===== src/rtl/cpu6502_status_register_pkg.sv =====
// rtl/cpu6502_status_register_pkg.sv - flag bit positions, flagOp encodings and P packing helper
package cpu6502_status_register_pkg;

  // Bit positions of each flag inside the P byte.
  localparam int C_BIT_IN_P = 0;
  localparam int Z_BIT_IN_P = 1;
  localparam int I_BIT_IN_P = 2;
  localparam int D_BIT_IN_P = 3;
  localparam int B_BIT_IN_P = 4;
  localparam int U_BIT_IN_P = 5;
  localparam int V_BIT_IN_P = 6;
  localparam int N_BIT_IN_P = 7;

  // Microcode single-flag operations.
  typedef enum logic [2:0] {
    FLAG_OP_CLC      = 3'd0,
    FLAG_OP_SEC      = 3'd1,
    FLAG_OP_CLI      = 3'd2,
    FLAG_OP_SEI      = 3'd3,
    FLAG_OP_CLD      = 3'd4,
    FLAG_OP_SED      = 3'd5,
    FLAG_OP_CLV      = 3'd6,
    FLAG_OP_RESERVED = 3'd7
  } flagOp_e;

  // The six flags that are actually stored.
  typedef struct packed {
    logic n;
    logic v;
    logic d;
    logic i;
    logic z;
    logic c;
  } flags_t;

  localparam flags_t FLAGS_RESET = '{n: 1'b0, v: 1'b0, d: 1'b0, i: 1'b1, z: 1'b0, c: 1'b0};

  // Assemble the architectural P byte; bit5 always reads 1, bit4 is whatever B is being pushed.
  function automatic logic [7:0] packP(input flags_t f, input logic brk);
    logic [7:0] p;
    p             = 8'h00;
    p[N_BIT_IN_P] = f.n;
    p[V_BIT_IN_P] = f.v;
    p[U_BIT_IN_P] = 1'b1;
    p[B_BIT_IN_P] = brk;
    p[D_BIT_IN_P] = f.d;
    p[I_BIT_IN_P] = f.i;
    p[Z_BIT_IN_P] = f.z;
    p[C_BIT_IN_P] = f.c;
    return p;
  endfunction

  // Unpack the stored flags from a byte pulled off the stack; bits 5 and 4 are dropped.
  function automatic flags_t unpackP(input logic [7:0] p);
    flags_t f;
    f.n = p[N_BIT_IN_P];
    f.v = p[V_BIT_IN_P];
    f.d = p[D_BIT_IN_P];
    f.i = p[I_BIT_IN_P];
    f.z = p[Z_BIT_IN_P];
    f.c = p[C_BIT_IN_P];
    return f;
  endfunction

endpackage


===== src/rtl/cpu6502_status_register_if.sv =====
// rtl/cpu6502_status_register_if.sv - microcode/ALU side bundle for the status register
interface cpu6502_status_register_if;

  logic       ce;
  logic       aluCarry;
  logic       aluZero;
  logic       aluNegative;
  logic       aluOverflow;
  logic       updateNZ;
  logic       updateC;
  logic       updateV;
  logic       bitOp;
  logic       pLoad;
  logic [7:0] dataIn;
  logic       flagOpEn;
  logic [2:0] flagOp;
  logic       interruptEntry;
  logic       pushBrk;
  logic       pollStrobe;
  logic       soN;
  logic [7:0] pOut;
  logic       carry;
  logic       overflow;
  logic       decimal;
  logic       irqMask;

  // Sequencer/ALU side: drives controls, consumes flags.
  modport master (
    output ce, aluCarry, aluZero, aluNegative, aluOverflow,
    output updateNZ, updateC, updateV, bitOp, pLoad, dataIn,
    output flagOpEn, flagOp, interruptEntry, pushBrk, pollStrobe, soN,
    input  pOut, carry, overflow, decimal, irqMask
  );

  // Status register side.
  modport slave (
    input  ce, aluCarry, aluZero, aluNegative, aluOverflow,
    input  updateNZ, updateC, updateV, bitOp, pLoad, dataIn,
    input  flagOpEn, flagOp, interruptEntry, pushBrk, pollStrobe, soN,
    output pOut, carry, overflow, decimal, irqMask
  );

endinterface


===== src/rtl/cpu6502_status_register_so_edge_detect.sv =====
// rtl/cpu6502_status_register_so_edge_detect.sv - SO pin synchroniser, falling-edge detect and pending latch
module cpu6502_so_edge_detect #(
  parameter int SYNC_STAGES = 2
) (
  input  logic clk,
  input  logic reset,
  input  logic ce,
  input  logic soN,
  output logic soSetV
);

  logic [SYNC_STAGES-1:0] soSync;
  logic                   soFell;
  logic                   soPending;

  // The edge is taken between the two oldest stages so the pin lands in V SYNC_STAGES+1 clks later.
  assign soFell = soSync[SYNC_STAGES-1] & ~soSync[SYNC_STAGES-2];

  // Pending is only consumed on a ce cycle; soSetV is that consumption.
  assign soSetV = ce & soPending;

  // Synchroniser runs every clk; idle level of the pin is high.
  always_ff @(posedge clk) begin
    if (reset) begin
      soSync <= '1;
    end else begin
      soSync <= {soSync[SYNC_STAGES-2:0], soN};
    end
  end

  // A new edge always wins over consumption so an edge landing on the applying cycle is not lost.
  always_ff @(posedge clk) begin
    if (reset) begin
      soPending <= 1'b0;
    end else if (soFell) begin
      soPending <= 1'b1;
    end else if (ce) begin
      soPending <= 1'b0;
    end
  end

endmodule


===== src/rtl/cpu6502_status_register.sv =====
// rtl/cpu6502_status_register.sv - 6502 processor status register P
module cpu6502_status_register
  import cpu6502_status_register_pkg::*;
#(
  parameter bit CMOS           = 1'b0,
  parameter int SO_SYNC_STAGES = 2
) (
  input logic                          clk,
  input logic                          reset,
  cpu6502_status_register_if.slave     bus
);

  flags_t  flags;
  flags_t  flagsNext;
  logic    irqMaskReg;
  logic    soSetV;
  flagOp_e op;
  logic    opValid;

  assign op      = flagOp_e'(bus.flagOp);
  assign opValid = bus.flagOpEn;

  cpu6502_so_edge_detect #(
    .SYNC_STAGES(SO_SYNC_STAGES)
  ) soEdge (
    .clk    (clk),
    .reset  (reset),
    .ce     (bus.ce),
    .soN    (bus.soN),
    .soSetV (soSetV)
  );

  // Per-flag priority: pLoad, interrupt entry, flag op, ALU/BIT; untouched flags fall through.
  always_comb begin
    flags_t loaded;
    loaded    = unpackP(bus.dataIn);
    flagsNext = flags;

    // Carry
    if (bus.pLoad) begin
      flagsNext.c = loaded.c;
    end else if (opValid && op == FLAG_OP_CLC) begin
      flagsNext.c = 1'b0;
    end else if (opValid && op == FLAG_OP_SEC) begin
      flagsNext.c = 1'b1;
    end else if (bus.updateC) begin
      flagsNext.c = bus.aluCarry;
    end

    // Zero
    if (bus.pLoad) begin
      flagsNext.z = loaded.z;
    end else if (bus.updateNZ) begin
      flagsNext.z = bus.aluZero;
    end

    // Interrupt disable
    if (bus.pLoad) begin
      flagsNext.i = loaded.i;
    end else if (bus.interruptEntry) begin
      flagsNext.i = 1'b1;
    end else if (opValid && op == FLAG_OP_CLI) begin
      flagsNext.i = 1'b0;
    end else if (opValid && op == FLAG_OP_SEI) begin
      flagsNext.i = 1'b1;
    end

    // Decimal: only the 65C02 clears it when taking an interrupt
    if (bus.pLoad) begin
      flagsNext.d = loaded.d;
    end else if (bus.interruptEntry && CMOS) begin
      flagsNext.d = 1'b0;
    end else if (opValid && op == FLAG_OP_CLD) begin
      flagsNext.d = 1'b0;
    end else if (opValid && op == FLAG_OP_SED) begin
      flagsNext.d = 1'b1;
    end

    // Overflow: the SO pin beats everything, including a stack load
    if (soSetV) begin
      flagsNext.v = 1'b1;
    end else if (bus.pLoad) begin
      flagsNext.v = loaded.v;
    end else if (opValid && op == FLAG_OP_CLV) begin
      flagsNext.v = 1'b0;
    end else if (bus.bitOp) begin
      flagsNext.v = bus.dataIn[V_BIT_IN_P];
    end else if (bus.updateV) begin
      flagsNext.v = bus.aluOverflow;
    end

    // Negative: BIT takes N from memory, overriding the ALU
    if (bus.pLoad) begin
      flagsNext.n = loaded.n;
    end else if (bus.bitOp) begin
      flagsNext.n = bus.dataIn[N_BIT_IN_P];
    end else if (bus.updateNZ) begin
      flagsNext.n = bus.aluNegative;
    end
  end

  // Architectural flag storage, advanced only on CPU cycles.
  always_ff @(posedge clk) begin
    if (reset) begin
      flags <= FLAGS_RESET;
    end else if (bus.ce) begin
      flags <= flagsNext;
    end
  end

  // Poll samples I before this cycle's update, giving CLI/SEI/PLP their one-instruction delay.
  always_ff @(posedge clk) begin
    if (reset) begin
      irqMaskReg <= 1'b1;
    end else if (bus.ce && bus.pollStrobe) begin
      irqMaskReg <= flags.i;
    end
  end

  assign bus.pOut     = packP(flags, bus.pushBrk);
  assign bus.carry    = flags.c;
  assign bus.overflow = flags.v;
  assign bus.decimal  = flags.d;
  assign bus.irqMask  = irqMaskReg;

endmodule

===== src/flat_wrapper.sv =====
// flat-port wrapper written by rule: the top's interface ports become plain ports
module cpu6502_status_register_flat import cpu6502_status_register_pkg::*;
#(
  parameter bit CMOS           = 1'b0,
  parameter int SO_SYNC_STAGES = 2
)
  (clk, reset, bus_ce, bus_aluCarry, bus_aluZero, bus_aluNegative, bus_aluOverflow, bus_updateNZ, bus_updateC, bus_updateV, bus_bitOp, bus_pLoad, bus_dataIn, bus_flagOpEn, bus_flagOp, bus_interruptEntry, bus_pushBrk, bus_pollStrobe, bus_soN, bus_pOut, bus_carry, bus_overflow, bus_decimal, bus_irqMask);
  cpu6502_status_register_if bus_i ();
  input logic clk;
  input logic reset;
  input wire logic [$bits(bus_i.ce)-1:0] bus_ce;
  input wire logic [$bits(bus_i.aluCarry)-1:0] bus_aluCarry;
  input wire logic [$bits(bus_i.aluZero)-1:0] bus_aluZero;
  input wire logic [$bits(bus_i.aluNegative)-1:0] bus_aluNegative;
  input wire logic [$bits(bus_i.aluOverflow)-1:0] bus_aluOverflow;
  input wire logic [$bits(bus_i.updateNZ)-1:0] bus_updateNZ;
  input wire logic [$bits(bus_i.updateC)-1:0] bus_updateC;
  input wire logic [$bits(bus_i.updateV)-1:0] bus_updateV;
  input wire logic [$bits(bus_i.bitOp)-1:0] bus_bitOp;
  input wire logic [$bits(bus_i.pLoad)-1:0] bus_pLoad;
  input wire logic [$bits(bus_i.dataIn)-1:0] bus_dataIn;
  input wire logic [$bits(bus_i.flagOpEn)-1:0] bus_flagOpEn;
  input wire logic [$bits(bus_i.flagOp)-1:0] bus_flagOp;
  input wire logic [$bits(bus_i.interruptEntry)-1:0] bus_interruptEntry;
  input wire logic [$bits(bus_i.pushBrk)-1:0] bus_pushBrk;
  input wire logic [$bits(bus_i.pollStrobe)-1:0] bus_pollStrobe;
  input wire logic [$bits(bus_i.soN)-1:0] bus_soN;
  output wire logic [$bits(bus_i.pOut)-1:0] bus_pOut;
  output wire logic [$bits(bus_i.carry)-1:0] bus_carry;
  output wire logic [$bits(bus_i.overflow)-1:0] bus_overflow;
  output wire logic [$bits(bus_i.decimal)-1:0] bus_decimal;
  output wire logic [$bits(bus_i.irqMask)-1:0] bus_irqMask;
  assign bus_i.ce = bus_ce;
  assign bus_i.aluCarry = bus_aluCarry;
  assign bus_i.aluZero = bus_aluZero;
  assign bus_i.aluNegative = bus_aluNegative;
  assign bus_i.aluOverflow = bus_aluOverflow;
  assign bus_i.updateNZ = bus_updateNZ;
  assign bus_i.updateC = bus_updateC;
  assign bus_i.updateV = bus_updateV;
  assign bus_i.bitOp = bus_bitOp;
  assign bus_i.pLoad = bus_pLoad;
  assign bus_i.dataIn = bus_dataIn;
  assign bus_i.flagOpEn = bus_flagOpEn;
  assign bus_i.flagOp = bus_flagOp;
  assign bus_i.interruptEntry = bus_interruptEntry;
  assign bus_i.pushBrk = bus_pushBrk;
  assign bus_i.pollStrobe = bus_pollStrobe;
  assign bus_i.soN = bus_soN;
  assign bus_pOut = bus_i.pOut;
  assign bus_carry = bus_i.carry;
  assign bus_overflow = bus_i.overflow;
  assign bus_decimal = bus_i.decimal;
  assign bus_irqMask = bus_i.irqMask;
  cpu6502_status_register #(.CMOS(CMOS), .SO_SYNC_STAGES(SO_SYNC_STAGES)) u_core (.clk(clk), .reset(reset), .bus(bus_i));
endmodule

===== config.mk =====
export PLATFORM = sky130hd
export DESIGN_NAME = cpu6502_status_register_flat
export DESIGN_NICKNAME = d
export VERILOG_FILES = /design/src/rtl/cpu6502_status_register_pkg.sv /design/src/rtl/cpu6502_status_register_if.sv /design/src/rtl/cpu6502_status_register_so_edge_detect.sv /design/src/rtl/cpu6502_status_register.sv /design/src/flat_wrapper.sv
export SDC_FILE = /design/constraint.sdc
export NUM_CORES = 1
export LEC_CHECK = 0
export CAP_MARGIN = 30
export CORE_MARGIN = 2
export CORE_UTILIZATION = 30
export CTS_CLUSTER_DIAMETER = 200
export CTS_CLUSTER_SIZE = 20
export DETAILED_ROUTE_END_ITERATION = 6
export GPL_TIMING_DRIVEN = 0
export PLACE_DENSITY = 0.8
export SYNTH_ARGS = -nofsm -noshare
export SYNTH_HDL_FRONTEND = slang
export SYNTH_SLANG_ARGS = --single-unit

===== constraint.sdc =====
create_clock -name clk -period 1.6 [get_ports clk]
set_input_delay 0.16 -clock clk [delete_from_list [all_inputs] [get_ports clk]]
set_output_delay 0.16 -clock clk [all_outputs]
set_load 0.02 [all_outputs]

==> flow_metrics.tcl <==
set metrics [dict create \
    outcome "complete, no violations" \
    ir_worst_vdd_mv 0.479 \
    antenna_found_initial 0 \
    cts_hold_buffers 0 \
    crit_path_end_kind "primary output" \
    p_leak_nw 0.378 \
    yosys_warnings 0 \
    critical_path_arrival_ns 1.33 \
    diodes 0 \
    area_growth_pct 65.4 \
    syn_area_um2 607 \
    synth_flop_cell "dfxtp_1" \
    drive_above_1_share_pct 18.4 \
    hold_violations 0 \
    avgSynthCellArea_um2 9.19 \
    clock_skew_ns 0.000810 \
    cp_max_fo 4 \
    synth_cell_type_count 39 \
    grt_start_max_net_pins 11 \
    die_h_um 49.0 \
    worst-path-buf-inv 2 \
    ys_ff_latch 10 \
    insertion_delay_ns 0.25 \
    gr-total-overflow 0 \
    die_area_um2 2400 \
    netlist_instances 66 \
    finalMaxSlewViolations 0 \
    postCtsSetupRepairBufs 0 \
    critical-path-max-stage-delay_ns 0.58 \
    min_period_ns 1.49 \
    path_cells "buf_4 -> clkdlybuf4s50_1" \
    dpl-instance-area_um2 981 \
    dr.pass1.iters 4 \
    vias 611 \
    drt_iter0_markers 8 \
    cts_tree "yes" \
    final.setup.tns_ns 0 \
    crit_family "buffers and inverters" \
    drt_wl_total_um 1490 \
    synth_edf_count 0 \
    setup_viol 0 \
    grt_pass1_wl_um 2480 \
    fmax_mhz 672 \
    ys_async_sr_fraction_pct 0 \
    min_period_over_period_pct 92.9 \
    dp_hpwl_um 1170 \
    critPathLaunchType "flop" \
    final_core_util_pct 51.7 \
    synth_fp_nets 94 \
    drv_cap 0 \
    crit_type "reg2out" \
    post-route-drc-count 0 \
    first_global_vias 610 \
    die_w_um 49.0 \
    routed_via_density 4.70 \
    cp_slowest_cell "clkdlybuf4s50_1" \
    root_buffer "clkbuf_4" \
    postCtsResizedCells 0 \
    required_ns 1.44 \
    fin_area_um2 1000 \
    wire_per_inst_um 11.5 \
    start_util_pct 31.3 \
    cts_buffer_depth 2 \
    cts_sinks 10 \
    power.density_nw_per_um2 660 \
    numCtsBuffers 3 \
    htreeDepth 1 \
    nets 133 \
    clk_pin_slew_ns 0.06 \
    hold_path.class "in2reg" \
    grtUsageTotal_pct 13.0 \
    io_buffers 34 \
    rows 16 \
    totalPowerFinal_w 0.000662 \
    synth_seq_area_share_pct 33.0 \
    rsz0062_at_grt "no" \
    ant_nets 0 \
    top_level_ports 40 \
    gp_congestion 0.774 \
    fp.coreArea_um2 1940 \
]
power by group:
part | total, W | internal (W) | switching [W] | leakage [nW]
registers | 0.000277 | 0.000266 | 0.0000106 | 0.0828
clock network | 0.000163 | 0.0000864 | 0.0000764 | 0.0138
logic | 0.000222 | 0.000130 | 0.0000919 | 0.281
total | 0.000662 | 0.000483 | 0.000179 | 0.378
kinds of logic after synthesis:
family | count (synthesis) | share of synthesized area [%]
and+or+nand+nor | 24 | 28.0
AOI/OAI and AO/OA | 20 | 26.0
DFF | 10 | 33.0
buffers and inverters | 10 | 10.7
muxes | 1 | 1.65
other | 1 | 0.618
area by class of cell:
| class | instances | area [um2] |
|---|---|---|
| fill | 195 | 938 |
| multi-input combinational | 46 | 342 |
| timing repair buffer | 34 | 340 |
| sequential | 10 | 200 |
| buffer | 8 | 57.6 |
| tap | 27 | 33.8 |
| clock buffer | 3 | 22.5 |
| inverter | 2 | 7.51 |
worst min-delay path: cells and delay by family:
family          cells  cell delay (ns)
compound gates      2             0.22
buf+inv             1             0.13
metrics by stage:
| step | hold slack (ns) | instances | setup WS, ns |
|---|---|---|---|
| floorplan | 0.260 | 66 | 0.616 |
| global placement | 0.416 | 127 | 0.113 |
| detailed placement | 0.421 | 127 | 0.0660 |
| CTS | 0.300 | 130 | 0.0996 |
| global route | 0.308 | 130 | 0.0514 |
| finish | 0.296 | 130 | 0.113 |
metal layers:
layer  track usage (%)  share of wire (%)  vias to the layer above
met1              13.4                 44                      267
met5                 0                  0                        -
met3              3.07                7.1                        0
met2              25.3                 48                       26
li1                  -                  -                      318
met4              4.29                  0                        0
cells in the final DEF (no fill, tap or decap), drive strengths merged, types with 3 or more instances in the layout:
master / Yosys / final
clkbuf: 1 / 4
nor2: 4 / 4
a21oi: 3 / 3
o21ai: 4 / 4
dfxtp: 10 / 10
clkdlybuf4s50: 0 / 34
nand3b: 3 / 3
buf: 7 / 7
nand2b: 4 / 4
a211oi: 3 / 3
synth_stat cells, types with 2 or more instances:
cell type / count / area share (%)
dfxtp_1: 10 / 33
buf_4: 5 / 6.2
nand2b_1: 4 / 4.1
a211oi_1: 3 / 3.7
a21oi_1: 3 / 2.5
nand3b_1: 3 / 3.7
nor2_1: 3 / 1.9
o21ai_0: 3 / 2.5
or2_2: 2 / 2.1
sequential cells by signal (all words and copies together) (netlist names):
register and flops:
u_core.soEdge.soSync 2, u_core.bus.pOut 3, u_core.bus.overflow 1, u_core.bus.carry 1
u_core.bus.decimal 1, u_core.soEdge.soPending 1, u_core.bus.irqMask 1
worst paths after layout:
check | start | end | slack, ns | cells after the start
max reg2reg | u_core.bus.overflow | u_core.bus.overflow | 0.69 | 3
min reg2reg | u_core.soEdge.soSync[0] | u_core.soEdge.soSync[1] | 0.43 | 1
max | u_core.bus.overflow | bus_pOut[6] | 0.11 | 2
min | bus_pLoad | u_core.bus.pOut[2] | 0.30 | 3
No activity file was read; power rests on OpenSTA's default activity.
==> patch 1, RTL diff (same settings) <==
`SO_SYNC_STAGES` is set to 2 in 2 places; all go to 4.
--- a/src/rtl/cpu6502_status_register.sv
+++ b/src/rtl/cpu6502_status_register.sv
@@ -4,5 +4,5 @@
 #(
   parameter bit CMOS           = 1'b0,
-  parameter int SO_SYNC_STAGES = 2
+  parameter int SO_SYNC_STAGES = 4
 ) (
   input logic                          clk,
--- a/src/flat_wrapper.sv
+++ b/src/flat_wrapper.sv
@@ -3,5 +3,5 @@
 #(
   parameter bit CMOS           = 1'b0,
-  parameter int SO_SYNC_STAGES = 2
+  parameter int SO_SYNC_STAGES = 4
 )
   (clk, reset, bus_ce, bus_aluCarry, bus_aluZero, bus_aluNegative, bus_aluOverflow, bus_updateNZ, bus_updateC, bus_updateV, bus_bitOp, bus_pLoad, bus_dataIn, bus_flagOpEn, bus_flagOp, bus_interruptEntry, bus_pushBrk, bus_pollStrobe, bus_soN, bus_pOut, bus_carry, bus_overflow, bus_decimal, bus_irqMask);
Function: changed (Yosys sat finds a counterexample within 4 cycles, from zero or initial values and one cycle with reset high).
==> patch 1 against the unedited design <==
- wire length rose by 4.0%
- setup slack got worse by 12 ps
- sequential cell count increased by 2
- design area increased by 6.6%
- area after synthesis increased by 8.7%
- critical endpoint unchanged
- cell count up 3.8%
- total power increased by 18%
- largest power group unchanged
- sequential share of layout area up 2.5 points
==> patch 1: results (changes against the unedited design) <==
- Number of inserted diodes: 0 (unchanged)
- Buffer depth of the longest clock path: 2 (unchanged)
- Top cells by instance count after synthesis: 12 x sky130_fd_sc_hd__dfxtp_1, 5 x sky130_fd_sc_hd__buf_4, 4 x sky130_fd_sc_hd__nand2b_1, 4 x sky130_fd_sc_hd__or2_2
- Final GP Congestion: 0.7725 (-0.19%)
- Largest net degree at the start of global routing: 11 (unchanged)
- Sequential area share after synthesis: 36.43% (+3.4 points)
- Post CTS Setup Buffer Count: 0 (unchanged)
- # resized after CTS: 0 (unchanged)
- Proportion of synthesized flip-flops having asynchronous set or reset: 0% (unchanged)
- Iteration-0 DRC Markers: 15 (+7)
- Detailed-route via count: 660 (+8.0%)
- Vias in the first global route: 608 (-0.33%)
- Routed WL: 1.548 mm (+4.0%)
- Share of layout cells above drive strength 1: 20.37% (+1.9 points)
- First drt pass iteration count: 2 (-2)
- Register with the most flip-flops: u_core.soEdge.soSync
- Post-layout min period: 1499 ps (+12.05 ps)
- Count of cells along the worst register-to-register path: 3 (unchanged)
- Clock latency on the worst-skew pair: 270 ps (+20 ps)
- Initial antenna violation count: 0 (unchanged)
- Master cell of the clock root buffer: sky130_fd_sc_hd__clkbuf_4
- Library cell with the largest summed area after synthesis: sky130_fd_sc_hd__dfxtp_1
- First-pass GRT wire length: 2.456 mm (-0.85%)
- Standby leakage power: 0.4033 nW (+6.7%)
- Clock transition time at the flip-flop clock pins of the worst setup and hold paths: 70 ps
- Ranking of synthesized cells by area: sky130_fd_sc_hd__dfxtp_1 36%, sky130_fd_sc_hd__buf_4 5.7%, sky130_fd_sc_hd__nand2b_1 3.8%
- Remaining DRCs: 0 (unchanged)
- Instance count along the most critical hold path: 3 (unchanged)
- Overall global routing resource usage: 12.59% (-0.42 points)
- Final Net Count: 137 (+3.0%)
- Port bufs: 34 (unchanged)
- Arrival @ worst endpoint: 1340 ps
- Number of distinct library cell variants in the gate-level netlist after synthesis: 39 (unchanged)
- Minimum setup slack after placement: 77.83 ps (+11.87 ps)
- Dpl hpwl: 1.266 mm (+7.7%)
- Net count after synthesis: 98 (+4.3%)
- Tightest Hold Check Type: input pin to flip-flop
- TritonCTS buffer count: 3 (unchanged)
- Worst-case vdd ir drop: 0.0004168 V (-13%)
- Critical-path maximum fanout: 4 (unchanged)
- Worst setup skew after layout: 0.8163 ps (+0.005856 ps)
- Count of warnings emitted by yosys: 0 (unchanged)
- Number of H-tree branching levels: 1 (unchanged)
- Result of the run: finished, final reports clean
- Number of flip-flops under the largest register name: 4 (+1)
- Minimum setup slack among reg-to-reg paths: 720 ps (+30 ps)
## patch 1: cell families (layout without fill, tap and decap cells)
family / Yosys count / after routing / share of synthesized area (%)
AO/OA/AOI/OAI: 20 / 20 / 23.91
buffers and inverters: 10 / 48 / 9.865
AND/OR/NAND/NOR: 26 / 26 / 27.70
flip-flops: 12 / 12 / 36.43
multiplexers: 1 / 1 / 1.518
other: 1 / 1 / 0.5687
## patch 1: final timing paths
check                                             start                       to
worst min-delay path                          bus_pLoad       u_core.bus.pOut[2]
worst max register to register      u_core.bus.overflow      u_core.bus.overflow
worst min register to register  u_core.soEdge.soSync[0]  u_core.soEdge.soSync[1]
worst max-delay path                u_core.bus.overflow              bus_pOut[6]
## patch 1: through the flow
step / hold slack [ps] / std cells / area (um^2) / power [mW]
2_1_floorplan: 260.3 / 70 / 659.4 / 0.4372
5_1_grt: 278.0 / 135 / 1070 / 0.8286
3_3_place_gp: 397.0 / 131 / 1033 / 0.5514
6_report: 266.0 / 135 / 1070 / 0.7835
3_5_place_dp: 408.2 / 131 / 1033 / 0.5552
4_1_cts: 261.9 / 135 / 1070 / 0.7953
## patch 1: layout make-up
type	instances	area (um^2)
Sequential cell	12	240.2
Clock buffer	4	36.28
Multi-Input combinational cell	48	354.1
Fill cell	201	952.2
Timing Repair Buffer	34	340.3
Tap cell	27	33.78
Inverter	2	7.507
Buffer	8	57.56
## patch 1: power breakdown
part | total [mW] | leakage (nW) | switching [mW] | internal, mW
clock network | 0.237 | 0.0210 | 0.0983 | 0.138
registers | 0.326 | 0.0990 | 0.0102 | 0.316
logic | 0.221 | 0.283 | 0.0911 | 0.130
## patch 1: routing by layer
metal  routed length (um)  vias to the layer above  GRT usage, %
li1                     -                      326             -
met3                  120                        3         3.509
met5                    0                        -             0
met4                   19                        0         5.405
met2                  776                       27         23.25
met1                  631                      304         13.27
## patch 1: worst max-delay path: stages (launching register included)
cell                              delay (ps)
sky130_fd_sc_hd__dfxtp_1                 370
sky130_fd_sc_hd__buf_4                   120
sky130_fd_sc_hd__clkdlybuf4s50_1         580
==> patch 2, RTL diff (config.mk and constraints unchanged) <==
Without the edit above. Register the output `bus.overflow`, without a reset; this adds one clock of latency there.
--- a/src/rtl/cpu6502_status_register.sv
+++ b/src/rtl/cpu6502_status_register.sv
@@ -120,5 +120,7 @@
   assign bus.pOut     = packP(flags, bus.pushBrk);
   assign bus.carry    = flags.c;
-  assign bus.overflow = flags.v;
+  always_ff @(posedge clk) begin
+    bus.overflow <= flags.v;
+  end
   assign bus.decimal  = flags.d;
   assign bus.irqMask  = irqMaskReg;
Formal check against the unedited RTL: not equivalent (Yosys sat finds a counterexample within 4 cycles, from zero or initial values and one cycle with reset high).
==> patch 2 against the unedited design <==
- die area grew 1.9%
- global-route usage rose by 1.2 points
- area after synthesis is 2.1% higher
- setup slack improved by 9.0 ps
- cell count grew 0.77%
- wire length increased by 6.4%
- count of clock-buffer cells in the layout is the same
- sequential cell count up 1
- design area increased by 1.7%
- critical path depth unchanged
- total power up 7.4%
==> patch 2: results (changes against the unedited design) <==
- Std-Cell Core Area: 1962 um^2 (+1.0%)
- Mean number of vias per cell: 4.740 (+0.86%)
- Final GP Congestion: 0.7182 (-7.2%)
- Wire length on met1: 678 um (+2.9%)
- Vias in the first global route: 637 (+4.4%)
- Number of flip-flops under the largest register name: 4 (+1)
- Met2 wire length: 789 um (+9.3%)
- Worst-case vdd ir drop: 0.0004186 V (-13%)
- Overall global routing resource usage: 14.19% (+1.2 points)
- Ranking of synthesized cells by area: sky130_fd_sc_hd__dfxtp_1 36%, sky130_fd_sc_hd__buf_4 4.8%, sky130_fd_sc_hd__nand2b_1 4.0%
- Fillers: 204 (+4.6%)
- Minimum setup slack after placement: 76.34 ps (+10.38 ps)
- Share of Yosys cell area claimed by the top area cell type: 35.56% (+2.6 points)
- Startpoint of the most critical hold path: bus_pLoad
- Average wire length per cell after detail routing: 12.09 um (+5.6%)
- Arrival @ worst endpoint: 1320 ps
- Critical-path maximum fanout: 3 (-1)
- Met3 routed WL: 115 um (+8.5%)
- Share of layout cells above drive strength 1: 18.27% (-0.18 points)
- Origin of the critical flop-to-flop path: u_core.bus.pOut[6]
- Iteration-0 DRC Markers: 9 (+1)
- Dpl hpwl: 1.258 mm (+7.1%)
- Standby leakage power: 0.3851 nW (+1.9%)
- Placement-stage cell area: 993.5 um^2 (+1.3%)
- Sequential area share after synthesis: 35.56% (+2.6 points)
- Top cells by instance count after synthesis: 11 x sky130_fd_sc_hd__dfxtp_1, 4 x sky130_fd_sc_hd__buf_4, 4 x sky130_fd_sc_hd__nand2b_1
- First-pass GRT wire length: 2.711 mm (+9.4%)
- Launch point of the critical path: u_core.bus.carry
- Worst setup skew after layout: 0.4925 ps (-0.3180 ps)
- Result of the run: finished, final reports clean
- Count of warnings emitted by yosys: 0 (unchanged)
- # resized after CTS: 0 (unchanged)
- Switching power as a share of total power: 27.83% (+0.79 points)
[patch 2: tightest hold or removal path: stages]
cell and delay [ps]:
sky130_fd_sc_hd__buf_6 130, sky130_fd_sc_hd__o31ai_2 100, sky130_fd_sc_hd__o21ai_1 120
[patch 2: kinds of logic (layout without fill, tap and decap cells)]
kind of cell | Yosys count | count (layout) | share of synthesized area, %
other | 1 | 1 | 0.6055
AND/OR/NAND/NOR | 24 | 24 | 27.47
multiplexers | 1 | 1 | 1.616
buffers and inverters | 9 | 47 | 9.290
AO/OA/AOI/OAI | 20 | 20 | 25.45
flip-flops | 11 | 11 | 35.56
[patch 2: layer usage]
metal,track usage [%],up-vias
li1,-,319
met1,16.20,276
met2,25.23,26
met3,3.374,0
met4,5.556,0
met5,0,-
[patch 2: through the flow]
stage | utilization (%) | hold slack [ps] | instances
2_1_floorplan | - | 260.3 | 66
4_1_cts | 52.04 | 268.3 | 131
5_1_grt | 52.04 | 298.1 | 131
3_5_place_dp | 50.64 | 379.7 | 127
3_3_place_gp | 50.64 | 374.6 | 127
6_report | 52.04 | 279.0 | 131
[patch 2: path summary, 6_finish.rpt]
kind	to	slack, ps	depth (start not counted)
worst min register to register	u_core.bus.overflow	390	0
worst min-delay path	u_core.bus.pOut[2]	280	3
worst max register to register	u_core.bus.pOut[6]	700	3
worst max-delay path	bus_pOut[0]	120	2
[patch 2: final cells by class]
| cell class | instances | share of cell area, % |
|---|---|---|
| plain buffers | 7 | 4.902 |
| clock buffers | 3 | 2.206 |
| clock inverters | 1 | 0.4902 |
| inverters | 2 | 0.7353 |
| multi-input cells | 46 | 33.46 |
| flip-flops and latches | 11 | 21.57 |
| well taps | 27 | 3.309 |
| repair buffers | 34 | 33.33 |
[patch 2: power by group through the flow]
stage | clock [mW] | combinational [mW] | sequential (mW)
6_report | 0.187 | 0.220 | 0.304
2_1_floorplan | 0 | 0.0837 | 0.329
4_1_cts | 0.197 | 0.221 | 0.304
5_1_grt | 0.204 | 0.238 | 0.307
3_3_place_gp | 0 | 0.216 | 0.310
3_5_place_dp | 0 | 0.220 | 0.311
